===== src/rtl/bcd_converter_seq.sv =====
// rtl/bcd_converter_seq.sv - iterative shift-add-3 binary-to-BCD converter, one bit per clock
// Optional leading-zero blanking mask enabled by macro BCD_LZB_EN.
module bcd_converter_seq #(
  parameter int WIDTH  = 32,
  parameter int DIGITS = 10,
  parameter int SIGNED = 1
) (
  input  logic                  clk,
  input  logic                  rst_n,
  input  logic                  start,
  input  logic [WIDTH-1:0]      binary,
  output logic                  busy,
  output logic                  done,
  output logic [4*DIGITS-1:0]   bcd,
  output logic                  negative,
  output logic                  overflow,
  output logic [DIGITS-1:0]     blank
);

  localparam int CW = $clog2(WIDTH);

  typedef enum logic [1:0] {IDLE, SHIFT, DONE} state_t;

  state_t                state;
  logic [WIDTH-1:0]      shift_reg;
  logic [4*DIGITS-1:0]   acc;
  logic [CW-1:0]         cnt;
  logic                  sign_flag;
  logic                  ovf_sticky;

  logic [4*DIGITS-1:0]   adj;
  logic [WIDTH-1:0]      mag;
  logic                  mag_neg;

  always_comb begin
    mag_neg = (SIGNED != 0) && binary[WIDTH-1];
    mag     = mag_neg ? (~binary + WIDTH'(1)) : binary;
  end

  // Add-3 correction on every digit before the shift so each doubles cleanly into the next.
  always_comb begin
    adj = acc;
    for (int k = 0; k < DIGITS; k++) begin
      if (acc[4*k +: 4] >= 4'd5) adj[4*k +: 4] = acc[4*k +: 4] + 4'd3;
    end
  end

  always_ff @(posedge clk or negedge rst_n) begin
    if (!rst_n) begin
      state      <= IDLE;
      shift_reg  <= '0;
      acc        <= '0;
      cnt        <= '0;
      sign_flag  <= 1'b0;
      ovf_sticky <= 1'b0;
      busy       <= 1'b0;
      done       <= 1'b0;
      bcd        <= '0;
      negative   <= 1'b0;
      overflow   <= 1'b0;
    end else begin
      done <= 1'b0;
      case (state)
        IDLE: begin
          if (start) begin
            shift_reg  <= mag;
            sign_flag  <= mag_neg;
            acc        <= '0;
            ovf_sticky <= 1'b0;
            cnt        <= CW'(WIDTH - 1);
            busy       <= 1'b1;
            state      <= SHIFT;
          end
        end
        SHIFT: begin
          shift_reg  <= {shift_reg[WIDTH-2:0], 1'b0};
          acc        <= {adj[4*DIGITS-2:0], shift_reg[WIDTH-1]};
          ovf_sticky <= ovf_sticky | adj[4*DIGITS-1];
          cnt        <= cnt - CW'(1);
          if (cnt == '0) begin
            busy  <= 1'b0;
            state <= DONE;
          end
        end
        DONE: begin
          bcd      <= acc;
          negative <= sign_flag;
          overflow <= ovf_sticky;
          done     <= 1'b1;
          state    <= IDLE;
        end
        default: state <= IDLE;
      endcase
    end
  end

`ifdef BCD_LZB_EN
  logic [DIGITS-1:0] lzb;
  logic [DIGITS-1:0] blank_r;
  logic              run;

  // Walk from the top digit down; a digit blanks only while everything above it is zero.
  always_comb begin
    lzb = '0;
    run = 1'b1;
    for (int k = DIGITS - 1; k >= 0; k--) begin
      run    = run & (acc[4*k +: 4] == 4'd0);
      lzb[k] = run;
    end
    lzb[0] = 1'b0;
  end

  always_ff @(posedge clk or negedge rst_n) begin
    if (!rst_n) begin
      blank_r <= '0;
    end else if (state == DONE) begin
      blank_r <= ovf_sticky ? '0 : lzb;
    end
  end

  assign blank = blank_r;
`else
  assign blank = '0;
`endif

endmodule


===== config.mk =====
export PLATFORM = sky130hd
export DESIGN_NAME = bcd_converter_seq
export DESIGN_NICKNAME = d
export VERILOG_FILES = /design/src/rtl/bcd_converter_seq.sv
export SDC_FILE = /design/constraint.sdc
export NUM_CORES = 1
export LEC_CHECK = 0
export CAP_MARGIN = 20
export CORE_MARGIN = 5
export CORE_UTILIZATION = 42
export DETAILED_ROUTE_END_ITERATION = 16
export SLEW_MARGIN = 30
export SYNTH_ARGS = -nofsm -noshare
export SYNTH_HDL_FRONTEND = slang
export SYNTH_SLANG_ARGS = --single-unit

===== constraint.sdc =====
create_clock -name clk -period 2.53 [get_ports clk]
set_input_delay 0.506 -clock clk [delete_from_list [all_inputs] [get_ports clk]]
set_output_delay 0.506 -clock clk [all_outputs]
set_load 0.005 [all_outputs]

## After elaboration in Yosys (flattened, before gate mapping)

Index checks and enable logic that the tools add are counted.

- Bits of input ports: 35
- Memory bits (writable): 0
- Bits in latches: 0
- Register bits: 125
- Word-level logic and storage cells: 72
- Memory bits (read-only): 0
- Output and inout bits: 54
- Memories kept: 0

- Divide/modulo/power cells: 0
- Eq/ne operators: 4
- Bitwise operators: 2
- $mul: 0
- Magnitude comparators: 10
- Shift operators: 0
- Reduce and logical (&&, ||, !) cells: 7
- Add/subtract/negate cells: 12
- Muxes and demuxes: 26

Operators by type and width:

| operator | count |
|---|---|
| $pmux 40 s2 | 1 |
| $mux 32 | 2 |
| $pmux 32 s2 | 1 |
| $add 4x2->4 const B | 10 |
| $ge 4x3->1 const B | 10 |
| $mux 4 | 10 |
| $mux 40 | 1 |
| $add 32x1->32 const B | 1 |
| $not 32->32 | 1 |
| $pmux 5 s2 | 1 |
| $reduce_and 2->1 | 3 |
| $logic_not 5->1 | 1 |
| $mux 5 | 1 |
| $sub 5x1->5 const B | 1 |
| $mux 1 | 4 |
| $mux 2 | 2 |
| $ne 2x2->1 const B | 2 |
| $pmux 1 s2 | 2 |
| $pmux 2 s2 | 1 |
| $reduce_and 3->1 | 1 |
| $eq 2x1->1 const B | 1 |
| $eq 2x2->1 const B | 1 |
| $logic_not 2->1 | 1 |
| $reduce_bool 2->1 | 1 |
| $or 1x1->1 | 1 |

## Depth between registers and ports, before layout

Gate-level depths: netlist (run 1).

- Depth after elaboration: 5
- Gate-level depth with buffers: 7
- Mapped depth without buffers: 7

## Worst setup path before layout (run 1)

OpenSTA, ideal clock, no wires.

- Path type: input -> register
- From: input binary[0]
- To: register shift_reg[26]
- Library setup time: 134 ps
- Slack: 548 ps
- Arrival: 1849 ps
- Buffers on the path: 0
- Required time: 2396 ps
- Stages: 7
- Path through: inv_1 ha_1 nor3b_1 nand4_2 nor4_4 a211o_1 nand4_1

- Cells in the longest elaborated chain, start to end: 5

Ends and longest elaborated chain:

| item | line | source |
|---|---|---|
| start, declared | 11 | `input logic [WIDTH-1:0] binary,` |
| $not 32->32 | 37 | `mag = mag_neg ? (~binary + WIDTH'(1)) : binary;` |
| $add 32x1->32 | 37 |  |
| $mux 32 | 37 |  |
| $mux 32 | 65 | `if (start) begin` |
| $pmux 32 s2 | 63 | `case (state)` |
| end signal, assigned | 66 | `shift_reg <= mag;` |
| end signal, assigned | 76 | `shift_reg <= {shift_reg[WIDTH-2:0], 1'b0};` |
| end, declared | 25 | `logic [WIDTH-1:0] shift_reg;` |

No other way between the ends. The select of a mux whose other input is x is not followed.
A chain may end at the register's enable or synchronous reset.

## Final worst setup path (run 1)

- From: input binary[0]
- To: register shift_reg[24]

Same word-level chain as after synthesis.

==> results of run 1 <==
through the flow:
step	cell area [µm²]	utilization (%)
2_1_floorplan	6530	-
3_3_place_gp	7700	50.7
3_5_place_dp	7700	50.7
4_1_cts	8310	54.7
5_1_grt	8310	54.7
6_report	8310	54.7
synth_stat cells, drive strengths merged, types with 4 or more instances:
master	n	area (µm²)
nor2b	9	56.3
a211o	4	35.0
dfrtp	125	3130
nand2b	16	100
o31ai	24	180
xor2	22	193
a22oi	13	97.6
clkbuf	24	90.1
nand2	41	154
mux2i	11	110
mux2	22	248
nor3	9	45.0
a21oi	38	190
o21ai	82	410
buf	23	129
nor4	8	101
a32o	10	100
inv	28	105
ha	22	275
nand4	7	56.3
nor2	24	92.6
a22o	15	131
xnor2	12	105
nand3	35	175
power groups by stage:
| stage | Combinational [W] | Sequential [W] | Clock (W) |
|---|---|---|---|
| CTS | 0.00294 | 0.00324 | 0.00250 |
| floorplan | 0.00207 | 0.00312 | 0 |
| global route | 0.00329 | 0.00334 | 0.00259 |
| detailed placement | 0.00292 | 0.00326 | 0 |
| finish | 0.00289 | 0.00324 | 0.00245 |
| global placement | 0.00281 | 0.00324 | 0 |
layout make-up:
class / count / area, µm²
Fill cell: 1340 / 6890
Sequential cell: 125 / 3130
Multi-Input combinational cell: 455 / 3090
Timing Repair Buffer: 120 / 1160
Clock buffer: 26 / 489
Tap cell: 188 / 235
Clock inverter: 6 / 108
Inverter: 28 / 105
placed cells by master (no fill, tap or decap), drive strengths merged, types with 2 or more instances in the layout:
cell	instances
nand4	7
nand2b	16
o21ai	82
nor3b	2
ha	22
clkdlybuf4s50	77
bufinv	3
conb	10
o41ai	2
a31oi	2
buf	42
nor2b	9
a22oi	13
a211oi	2
inv	28
nor2	24
mux2	22
a22o	15
mux2i	11
or4	2
nand2	41
nor3	9
nand3	35
o31ai	24
nor4	8
a32o	10
dfrtp	125
xor2	22
clkinv	2
and3	2
a211o	4
xnor2	12
clkbuf	26
a21oi	38
critical path: stages:
cell	delay [ps]
clkdlybuf4s50_1	520
inv_1	80
ha_1	210
nor3b_1	160
nand4_2	160
nor4_4	60
buf_4	170
or4b_2	630
nand3_1	100
cells by family (layout without fill, tap and decap cells):
kind of cell             count (synthesis)  count (layout)  share of synthesized area (%)
AO/OA/AOI/OAI                          196             196                           18.9
other                                    1              10                         0.0578
buffers and inverters                   75             180                           4.99
multiplexers                            33              33                           5.51
XOR/XNOR                                34              34                           4.59
AND/OR/NAND/NOR                        160             160                           13.6
flip-flops                             125             125                           48.2
adder cells (fa/ha/maj)                 22              22                           4.24
per-layer routing:
metal	up-vias	wire [µm]	global-route usage, %
met4	0	113	5.88
met2	128	7080	27.4
met1	2489	6640	22.4
li1	2524	-	-
met5	-	0	0
met3	11	784	3.94
worst paths after layout:
check	from	endpoint	slack, ps
worst max-delay path	binary[0]	shift_reg[24]$_DFFE_PN0P_	310
worst min-delay path	rst_n	bcd[31]$_DFFE_PN0P_	450
worst max register to register	state[1]$_DFFE_PN0P_	shift_reg[24]$_DFFE_PN0P_	690
worst min register to register	bcd[28]$_DFFE_PN0P_	bcd[28]$_DFFE_PN0P_	480
max in group asynchronous	rst_n	busy$_DFFE_PN0P_	1490
min in group clk	bcd[28]$_DFFE_PN0P_	bcd[28]$_DFFE_PN0P_	480
repair_timing:
action | in CTS | in global routing
endpoints found under the setup margin | 0 | 0
hold endpoints to repair | 6 | 0
hold buffers | 1 | 0
gates resized for setup | 0 | 0
==> results by group, run 1 <==
Yosys
  • EDFF count, synth: 0
  • Primary FF master, synth: dfrtp_1
  • Post-synthesis sequential area ratio: 48.2%
  • FFs w/ async S/R, synth: 100%
  • Mean post-synth cell area: 10.0 µm²
  • Post-synth design cell area: between 6000 and 7000 µm²
  • Seq cells post-synth: 125
  • Unique masters post-synth: 48
  • Synth warnings: 0
  • Synth Instances: 646

Job
  • Max-cap viol count: 0

Detailed routing
  • Detail Route Antenna Nets: 0
  • DRT Wirelength: ~15000 µm
  • Drt wl/cell: around 15 µm
  • Routed vias: between 5k and 6k
  • 1st-iter DRT viols: ~360
  • 1st-pass router iterations: 4
  • Drt drc: 0
  • Vias per cell: around 5.4

STA
  • Min Hold Slack: between 400 and 500 ps
  • Slew headroom: 61.8%
  • Setup violators final: 0
  • Post-route setup slack: 308 ps
  • Final period utilization: 87.8%
  • Fin crit period: around 2200 ps
  • FMAX: about 450 MHz
  • Slew Limit Fails: 0
  • Total negative slack: 0 ps
  • Clock Skews: 12.8 ps
  • RSZ-0062 raised after global routing: no
  • Worst-Margin Slew: approximately 570 ps
  • Final Hold Fails: 0

Clock tree
  • H-tree depth: 4
  • Clock latency on the worst-skew pair: roughly 420 ps
  • CTS tree: yes
  • Clock edge transition at the registers on the reported setup and hold paths: 60 ps
  • CTS Root Cell: clkbuf_16
  • Sink Count: around 130
  • Post-CTS Setup Inserts: 0
  • Max clock buf depth: 2
  • CTS buffer count: 17

Power and ir drop
  • Psw: just under 0.003 W
  • Pwr per Cell Area: 1030 nW/µm²
  • Peak supply drop: between 500 and 600 µV
  • Clock share of power: 28.5%
  • Switching portion of total power: around 34%
  • Combinational Power Share: between 30% and 40%
  • Sequential fraction of design power: 37.7%
  • Pint: 0.00566 W
  • Pwr Total: between 0.008 and 0.009 W
  • P_leak: approximately 3.6 nW

Critical path
  • CP arrival: approximately 2600 ps
  • Crit path required time: roughly 2900 ps
  • WS Path Type: input pin to register
  • CP Capture Type: register
  • Crit path launch type: input pin
  • Worst reg2reg path depth: 3
  • CP Max Fanout: 8

Finish
  • N_diodes: 0
  • P&R area growth vs syn: 28.0%
  • Share of cells above drive strength 1: approximately 14%
  • Final net count: about 800
  • Non-filler cells, final: ~950

Floorplan
  • IO Pins: between 80 and 90
  • Initial core utilization: between 40% and 50%
  • # rows: 45
  • Die height: 134 µm
  • Core area: ~15000 µm²
  • Chip Width: 134 µm
  • Die area: 18000 µm²

GRT
  • Antenna violations before repair: 0
  • Largest net degree at the start of global routing: 70
  • Gr usage total: between 10% and 20%
  • GRT overflow: 0
  • Vias in the first global route: ~5.2k
  • First-pass GRT wire length: about 25000 µm

Placement
  • PortBufs: 78
  • Final GP Congestion: 0.831
  • Post-Place Cells: a little over 900
  • Dpl ws: -122 ps
  • Dpl hpwl: just over 10000 µm

Worst hold path
  • HP Class: input pin to async pin

Status
  • Status: completed
Note: power is estimated with default switching activity, not from simulation.
==> run 2, diff against run 1 <==
--- a/config.mk
+++ b/config.mk
@@ -8,6 +8,7 @@
 export CAP_MARGIN = 20
 export CORE_MARGIN = 5
 export CORE_UTILIZATION = 42
+export CTS_CLUSTER_SIZE = 20
 export DETAILED_ROUTE_END_ITERATION = 16
 export SLEW_MARGIN = 30
 export SYNTH_ARGS = -nofsm -noshare
==> results of run 2 <==
No change in the layout: final DEF, timing and power equal those of run 1.
